==> config.mk <==
export PLATFORM = sky130hd
export DESIGN_NAME = stage_mem_seq_flat
export DESIGN_NICKNAME = d
export VERILOG_FILES = /design/src/rtl/stage_mem_seq_if.sv /design/src/rtl/stage_mem_seq.sv /design/src/flat_wrapper.sv
export SDC_FILE = /design/constraint.sdc
export NUM_CORES = 1
export LEC_CHECK = 0
export CAP_MARGIN = 30
export CORE_UTILIZATION = 49
export DETAILED_ROUTE_END_ITERATION = 10
export GPL_ROUTABILITY_DRIVEN = 0
export HOLD_SLACK_MARGIN = 0.1
export PLACE_DENSITY = 0.89
export SYNTH_ARGS = -nofsm -noshare
export SYNTH_HDL_FRONTEND = slang
export SYNTH_SLANG_ARGS = --single-unit
export TNS_END_PERCENT = 50
==> constraint.sdc <==
create_clock -name clk -period 8.63 [get_ports clk]
set_clock_uncertainty 0.15 [all_clocks]
set_input_delay 0.863 -clock clk [delete_from_list [all_inputs] [get_ports clk]]
set_output_delay 0.863 -clock clk [all_outputs]
set_load 0.03 [all_outputs]
==> src/rtl/stage_mem_seq_if.sv <==
// Interface bundling the stage-memory sequencer's control, memory-read and operand-stream signals.
// The master modport is the sequencer side; the slave modport is its environment.
interface stage_mem_seq_if #(
  parameter int DATA_DEPTH = 64,
  parameter int TAP_DEPTH  = 16,
  parameter int BIAS_DEPTH = 8
);
  localparam int DAW = $clog2(DATA_DEPTH);
  localparam int TAW = $clog2(TAP_DEPTH);
  localparam int BAW = $clog2(BIAS_DEPTH);
  localparam int NIW = $clog2(DATA_DEPTH + 1);
  localparam int NOW = $clog2(BIAS_DEPTH + 1);

  logic             start;
  logic [NIW-1:0]   cfg_n_in;
  logic [NOW-1:0]   cfg_n_out;
  logic             busy;
  logic             done;
  logic             data_rd_en;
  logic [DAW-1:0]   data_rd_addr;
  logic [31:0]      data_rd_data;
  logic             tap_rd_en;
  logic [TAW-1:0]   tap_rd_addr;
  logic [191:0]     tap_rd_data;
  logic             bias_rd_en;
  logic [BAW-1:0]   bias_rd_addr;
  logic [31:0]      bias_rd_data;
  logic             out_valid;
  logic             out_ready;
  logic [31:0]      out_data;
  logic [191:0]     out_tap;
  logic [31:0]      out_bias;
  logic             out_first;
  logic             out_last;

  modport master (
    input  start, cfg_n_in, cfg_n_out, data_rd_data, tap_rd_data, bias_rd_data, out_ready,
    output busy, done, data_rd_en, data_rd_addr, tap_rd_en, tap_rd_addr,
           bias_rd_en, bias_rd_addr, out_valid, out_data, out_tap, out_bias, out_first, out_last
  );

  modport slave (
    output start, cfg_n_in, cfg_n_out, data_rd_data, tap_rd_data, bias_rd_data, out_ready,
    input  busy, done, data_rd_en, data_rd_addr, tap_rd_en, tap_rd_addr,
           bias_rd_en, bias_rd_addr, out_valid, out_data, out_tap, out_bias, out_first, out_last
  );
endinterface

==> src/rtl/stage_mem_seq.sv <==
// Read-side sequencer for the data/tap/bias stage memories: walks every (output, input)
// pair of a stage and streams operand tuples through a 2-entry skid FIFO.
module stage_mem_seq #(
  parameter int DATA_DEPTH = 64,
  parameter int TAP_DEPTH  = 16,
  parameter int BIAS_DEPTH = 8
) (
  input  logic            clk,
  input  logic            reset,
  stage_mem_seq_if.master bus
);
  localparam int DAW = $clog2(DATA_DEPTH);
  localparam int TAW = $clog2(TAP_DEPTH);
  localparam int BAW = $clog2(BIAS_DEPTH);
  localparam int NIW = $clog2(DATA_DEPTH + 1);
  localparam int NOW = $clog2(BIAS_DEPTH + 1);

  typedef enum logic [1:0] {IDLE, RUN, DRAIN} state_t;

  state_t         state_reg, state_next;
  logic [NIW-1:0] n_in_reg, n_in_next, i_reg, i_next;
  logic [NOW-1:0] n_out_reg, n_out_next, o_reg, o_next;
  logic [TAW-1:0] tap_reg, tap_next;
  logic           pend_reg, pend_first_reg, pend_last_reg;
  logic           done_reg, done_next;
  logic [1:0]     count_reg, count_next;
  logic           wr_ptr_reg, rd_ptr_reg;

  logic [31:0]    fifo_data_reg  [2];
  logic [191:0]   fifo_tap_reg   [2];
  logic [31:0]    fifo_bias_reg  [2];
  logic [1:0]     fifo_first_reg;
  logic [1:0]     fifo_last_reg;

  logic           pop, issue, in_last, out_last_pair;
  logic [2:0]     occ;

  assign pop = (count_reg != 2'd0) && bus.out_ready;
  // Occupancy after this cycle's pop, counting the read whose data lands this cycle.
  assign occ = {1'b0, count_reg} + {2'b00, pend_reg} - {2'b00, pop};
  assign issue = (state_reg == RUN) && (occ < 3'd2);
  assign in_last = (i_reg == n_in_reg - NIW'(1));
  assign out_last_pair = in_last && (o_reg == n_out_reg - NOW'(1));

  always_comb begin
    state_next = state_reg;
    n_in_next  = n_in_reg;
    n_out_next = n_out_reg;
    i_next     = i_reg;
    o_next     = o_reg;
    tap_next   = tap_reg;
    done_next  = 1'b0;
    case (state_reg)
      IDLE: begin
        if (bus.start) begin
          n_in_next  = bus.cfg_n_in;
          n_out_next = bus.cfg_n_out;
          i_next     = '0;
          o_next     = '0;
          tap_next   = '0;
          if (bus.cfg_n_in == '0 || bus.cfg_n_out == '0) done_next = 1'b1;
          else state_next = RUN;
        end
      end
      RUN: begin
        if (issue) begin
          if (in_last) begin
            i_next = '0;
            o_next = o_reg + NOW'(1);
          end else begin
            i_next = i_reg + NIW'(1);
          end
          tap_next = (tap_reg == TAW'(TAP_DEPTH - 1)) ? '0 : tap_reg + TAW'(1);
          if (out_last_pair) state_next = DRAIN;
        end
      end
      DRAIN: begin
        if (!pend_reg && occ == 3'd0) begin
          state_next = IDLE;
          done_next  = 1'b1;
        end
      end
      default: state_next = IDLE;
    endcase
  end

  assign count_next = count_reg + {1'b0, pend_reg} - {1'b0, pop};

  always_ff @(posedge clk) begin
    if (reset) begin
      state_reg      <= IDLE;
      n_in_reg       <= '0;
      n_out_reg      <= '0;
      i_reg          <= '0;
      o_reg          <= '0;
      tap_reg        <= '0;
      pend_reg       <= 1'b0;
      pend_first_reg <= 1'b0;
      pend_last_reg  <= 1'b0;
      done_reg       <= 1'b0;
      count_reg      <= '0;
      wr_ptr_reg     <= 1'b0;
      rd_ptr_reg     <= 1'b0;
    end else begin
      state_reg      <= state_next;
      n_in_reg       <= n_in_next;
      n_out_reg      <= n_out_next;
      i_reg          <= i_next;
      o_reg          <= o_next;
      tap_reg        <= tap_next;
      pend_reg       <= issue;
      pend_first_reg <= issue && (i_reg == '0);
      pend_last_reg  <= issue && in_last;
      done_reg       <= done_next;
      count_reg      <= count_next;
      wr_ptr_reg     <= wr_ptr_reg ^ pend_reg;
      rd_ptr_reg     <= rd_ptr_reg ^ pop;
    end
  end

  // Payload needs no reset: the outputs are masked whenever the FIFO is empty.
  always_ff @(posedge clk) begin
    if (pend_reg) begin
      fifo_data_reg[wr_ptr_reg]  <= bus.data_rd_data;
      fifo_tap_reg[wr_ptr_reg]   <= bus.tap_rd_data;
      fifo_bias_reg[wr_ptr_reg]  <= bus.bias_rd_data;
      fifo_first_reg[wr_ptr_reg] <= pend_first_reg;
      fifo_last_reg[wr_ptr_reg]  <= pend_last_reg;
    end
  end

  assign bus.busy         = (state_reg != IDLE);
  assign bus.done         = done_reg;
  assign bus.data_rd_en   = issue;
  assign bus.tap_rd_en    = issue;
  assign bus.bias_rd_en   = issue;
  assign bus.data_rd_addr = i_reg[DAW-1:0];
  assign bus.tap_rd_addr  = tap_reg;
  assign bus.bias_rd_addr = o_reg[BAW-1:0];

  assign bus.out_valid = (count_reg != 2'd0);
  assign bus.out_data  = bus.out_valid ? fifo_data_reg[rd_ptr_reg] : '0;
  assign bus.out_tap   = bus.out_valid ? fifo_tap_reg[rd_ptr_reg]  : '0;
  assign bus.out_bias  = bus.out_valid ? fifo_bias_reg[rd_ptr_reg] : '0;
  assign bus.out_first = bus.out_valid && fifo_first_reg[rd_ptr_reg];
  assign bus.out_last  = bus.out_valid && fifo_last_reg[rd_ptr_reg];
endmodule

==> src/flat_wrapper.sv <==
// flat-port wrapper written by rule: the top's interface ports become plain ports
module stage_mem_seq_flat 
#(
  parameter int DATA_DEPTH = 64,
  parameter int TAP_DEPTH  = 16,
  parameter int BIAS_DEPTH = 8
)
  (clk, reset, bus_start, bus_cfg_n_in, bus_cfg_n_out, bus_data_rd_data, bus_tap_rd_data, bus_bias_rd_data, bus_out_ready, bus_busy, bus_done, bus_data_rd_en, bus_data_rd_addr, bus_tap_rd_en, bus_tap_rd_addr, bus_bias_rd_en, bus_bias_rd_addr, bus_out_valid, bus_out_data, bus_out_tap, bus_out_bias, bus_out_first, bus_out_last);
  stage_mem_seq_if #(.DATA_DEPTH(DATA_DEPTH), .TAP_DEPTH(TAP_DEPTH), .BIAS_DEPTH(BIAS_DEPTH)) bus_i ();
  input  logic clk;
  input  logic reset;
  input wire logic [$bits(bus_i.start)-1:0] bus_start;
  input wire logic [$bits(bus_i.cfg_n_in)-1:0] bus_cfg_n_in;
  input wire logic [$bits(bus_i.cfg_n_out)-1:0] bus_cfg_n_out;
  input wire logic [$bits(bus_i.data_rd_data)-1:0] bus_data_rd_data;
  input wire logic [$bits(bus_i.tap_rd_data)-1:0] bus_tap_rd_data;
  input wire logic [$bits(bus_i.bias_rd_data)-1:0] bus_bias_rd_data;
  input wire logic [$bits(bus_i.out_ready)-1:0] bus_out_ready;
  output wire logic [$bits(bus_i.busy)-1:0] bus_busy;
  output wire logic [$bits(bus_i.done)-1:0] bus_done;
  output wire logic [$bits(bus_i.data_rd_en)-1:0] bus_data_rd_en;
  output wire logic [$bits(bus_i.data_rd_addr)-1:0] bus_data_rd_addr;
  output wire logic [$bits(bus_i.tap_rd_en)-1:0] bus_tap_rd_en;
  output wire logic [$bits(bus_i.tap_rd_addr)-1:0] bus_tap_rd_addr;
  output wire logic [$bits(bus_i.bias_rd_en)-1:0] bus_bias_rd_en;
  output wire logic [$bits(bus_i.bias_rd_addr)-1:0] bus_bias_rd_addr;
  output wire logic [$bits(bus_i.out_valid)-1:0] bus_out_valid;
  output wire logic [$bits(bus_i.out_data)-1:0] bus_out_data;
  output wire logic [$bits(bus_i.out_tap)-1:0] bus_out_tap;
  output wire logic [$bits(bus_i.out_bias)-1:0] bus_out_bias;
  output wire logic [$bits(bus_i.out_first)-1:0] bus_out_first;
  output wire logic [$bits(bus_i.out_last)-1:0] bus_out_last;
  assign bus_i.start = bus_start;
  assign bus_i.cfg_n_in = bus_cfg_n_in;
  assign bus_i.cfg_n_out = bus_cfg_n_out;
  assign bus_i.data_rd_data = bus_data_rd_data;
  assign bus_i.tap_rd_data = bus_tap_rd_data;
  assign bus_i.bias_rd_data = bus_bias_rd_data;
  assign bus_i.out_ready = bus_out_ready;
  assign bus_busy = bus_i.busy;
  assign bus_done = bus_i.done;
  assign bus_data_rd_en = bus_i.data_rd_en;
  assign bus_data_rd_addr = bus_i.data_rd_addr;
  assign bus_tap_rd_en = bus_i.tap_rd_en;
  assign bus_tap_rd_addr = bus_i.tap_rd_addr;
  assign bus_bias_rd_en = bus_i.bias_rd_en;
  assign bus_bias_rd_addr = bus_i.bias_rd_addr;
  assign bus_out_valid = bus_i.out_valid;
  assign bus_out_data = bus_i.out_data;
  assign bus_out_tap = bus_i.out_tap;
  assign bus_out_bias = bus_i.out_bias;
  assign bus_out_first = bus_i.out_first;
  assign bus_out_last = bus_i.out_last;
  stage_mem_seq #(.DATA_DEPTH(DATA_DEPTH), .TAP_DEPTH(TAP_DEPTH), .BIAS_DEPTH(BIAS_DEPTH)) u_core (.clk(clk), .reset(reset), .bus(bus_i));
endmodule
==> out/qor.yml <==
status: "finished, final reports clean"
p_clk_share_pct: 24.7
antenna_found_initial: 3
drive_gt1_share_pct: 4.67
switchingPower_mw: 3.19
fin_cells: 2516
die_x_um: 211
p_int_mw: 5.79
ys_seq_elements: 552
switching_share_pct: 35.5
cap_viol_max_count: 0
synth_compound_area_share_pct: 1.39
crit_type: "reg -> out"
clockRootBuffer: "clkbuf_16"
drtIter0Drc: 1104
core-area_mm2: 0.0431
r2r-end: "u_core.i_reg[4]$_SDFFE_PP0P_"
drt_first_pass_iters: 5
max_slew.worst_pin.slew_ns: 1.12
syn_area_mm2: 0.0214
place_inst: 2418
yosys_warnings: 0
routed_wirelength_um: 54600
muxShareOfSynthArea_pct: 12.1
dp_hpwl_um: 35800
end_kind: "output port"
tns_ns: 0
total_power_mw: 8.98
synth_simple_gate_area_share_pct: 7.21
clk_latency_ns: 0.57
worstPathMaxFanout: 32
ys_types: 51
track_usage_pct: 23.5
startpoint_type: "flop"
synth_top_family_by_area: "multiplexers"
wire_per_inst_um: 21.7
start_util_pct: 49.7
dieHeight_um: 211
worstHoldPathType: "reg -> reg"
max_freq_ghz: 0.195
cts_resized: 0
setup_viol: 0
areaGrowthSynthToFinish_pct: 36.1
synthXorXnorAreaFrac_pct: 0.860
cp.arrival_ns: 4.11
ios: 548
finalHoldViolations: 0
grt_pass1_vias: 13748
overflow: 0
slew_headroom_pct: 25.3
vias: 13295
clk_pin_slew_ns: 0.06
htree_levels: 2
io_buffers: 547
cp.required_ns: 7.62
synth_edf_count: 516
largest_register_ffs: 384
grt_max_degree: 141
via_per_inst: 5.28
final_core_util_pct: 67.6
async_reset_ff_share_pct: 0
cts_sinks: 552
die_area_mm2: 0.0445
period_minus_slack_ns: 5.13
fin_crit_sh_pct: 59.4
clk_path_buf_depth: 3
reg2reg_from: "u_core.count_reg[1]$_SDFF_PP0_"
final_common_cell: "clkdlybuf4s50_1"
power_frac_seq_pct: 36.9
ir_worst_vdd_mv: 0.268
postSynthCellCount: 1354
grt_pass1_wl_um: 78700
synth_adder_area_share_pct: 0.679
cts_hold_buf: 0
postCtsSetupBuffers: 0
std_cell_rows: 76
most-common-layout-cells: "clkdlybuf4s50_1, edfxtp_1, nor2_1"
final_antenna_net_count: 0
p_leak_nw: 9.42
p_comb_share_pct: 38.5
cts_tree: "yes"
r2r_cells: 14
drcViolationCount: 0
critPathLaunch: "u_core.count_reg[1]$_SDFF_PP0_"
report.final.slew_viol_count: 0
cts_buffers: 54
rsz0062_at_grt: "false"
seq_area_frac_synth_pct: 75.8
r2r_slack_ns: 4.47
syn_area_per_cell_um2: 15.8
power_per_cell_area_mw_per_mm2: 308
syn-num-nets: 1636
final_nets: 2173
endpoint: "bus_bias_rd_en"
synth_ff_type: "edfxtp_1"
[critical path, cell delays in order (launching register included)]
cell,delay (ns)
dfxtp_1,0.35
nor2_4,0.40
buf_12,0.25
inv_1,0.07
and2_1,0.19
ha_1,0.28
inv_1,0.04
ha_1,0.19
fa_1,0.41
xor2_1,0.27
nand3_1,0.18
inv_1,0.20
clkdlybuf4s50_1,0.71
[final cells by class]
cell class              count  area [um^2]
flip-flops and latches    552        16200
fillers                  2689        14000
repair buffers            560         5660
multi-input cells         706         4800
clock buffers              68         1400
well taps                 585          732
clock inverters            25          223
inverters                  17         63.8
diodes                      3         7.51
[per-layer routing]
layer | routed length, um | vias to the layer above | track usage [%]
met4 | 1860 | 0 | 10.1
met2 | 29200 | 622 | 42.9
met5 | 0 | - | 0
met3 | 4850 | 112 | 7.30
li1 | - | 6048 | -
met1 | 18700 | 6513 | 24.9
[cell families after synthesis]
kind of cell | Yosys count
DFF | 552
and+or+nand+nor | 373
muxes | 259
buffers and inverters | 96
AOI/OAI and AO/OA | 42
xor gates and xnor gates | 21
adders and majority gates | 11
[power groups by stage]
| stage | Combinational [mW] | Clock, mW | Sequential (mW) |
|---|---|---|---|
| final | 3.45 | 2.21 | 3.31 |
| after global routing | 3.62 | 2.35 | 3.32 |
| after CTS | 3.46 | 2.24 | 3.31 |
| after detailed placement | 3.42 | 0 | 3.36 |
| after global placement | 3.35 | 0 | 3.34 |
| after floorplan | 2.06 | 0 | 3.39 |
[how the worst min path moves through the flow]
stage	endpoint	cells after the start	slack (ns)	start
2_1_floorplan	u_core.fifo_first_reg[0]$_DFFE_PP_	0	0.25	u_core.pend_first_reg$_SDFF_PP0_
3_3_place_gp	u_core.fifo_last_reg[1]$_DFFE_PP_	0	0.26	u_core.pend_last_reg$_SDFF_PP0_
3_5_place_dp	u_core.fifo_first_reg[0]$_DFFE_PP_	0	0.26	u_core.pend_first_reg$_SDFF_PP0_
4_1_cts	u_core.fifo_first_reg[1]$_DFFE_PP_	0	0.28	u_core.pend_first_reg$_SDFF_PP0_
5_1_grt	u_core.fifo_first_reg[0]$_DFFE_PP_	0	0.29	u_core.pend_first_reg$_SDFF_PP0_
6_report	u_core.fifo_first_reg[0]$_DFFE_PP_	0	0.29	u_core.pend_first_reg$_SDFF_PP0_
[per-stage QoR]
step                      hold WS (ns)  setup WS (ns)  cell area, um^2
after floorplan                  0.254           1.53            21400
after global placement           0.255           3.80            27400
after detailed placement         0.262           3.93            27400
after CTS                        0.276           3.47            29000
after global routing             0.291           3.29            29100
final                            0.287           3.50            29100
[cells in the mapped netlist (2+ instances only)]
cell type / count / area, um^2
a21oi_1: 21 / 105
nand2b_1: 5 / 31.3
o2111ai_1: 2 / 17.5
dfxtp_1: 36 / 721
xor2_1: 7 / 61.3
ha_1: 10 / 125
and2_1: 3 / 18.8
xnor2_1: 14 / 123
nand3b_1: 3 / 22.5
nand4_1: 4 / 25.0
o211ai_1: 2 / 15.0
buf_4: 11 / 82.6
inv_1: 17 / 63.8
and3_1: 3 / 18.8
nand2_1: 34 / 128
nor2_1: 280 / 1050
nand3_1: 14 / 70.1
edfxtp_1: 516 / 15500
a211oi_1: 2 / 15.0
nor4_1: 7 / 43.8
mux2i_1: 258 / 2580
clkbuf_1: 42 / 158
o21ai_0: 2 / 10.0
nor4b_1: 2 / 17.5
nor3_1: 8 / 40.0
buf_1: 24 / 90.1
nor2b_1: 3 / 18.8
Note: power is estimated with default switching activity, not from simulation.
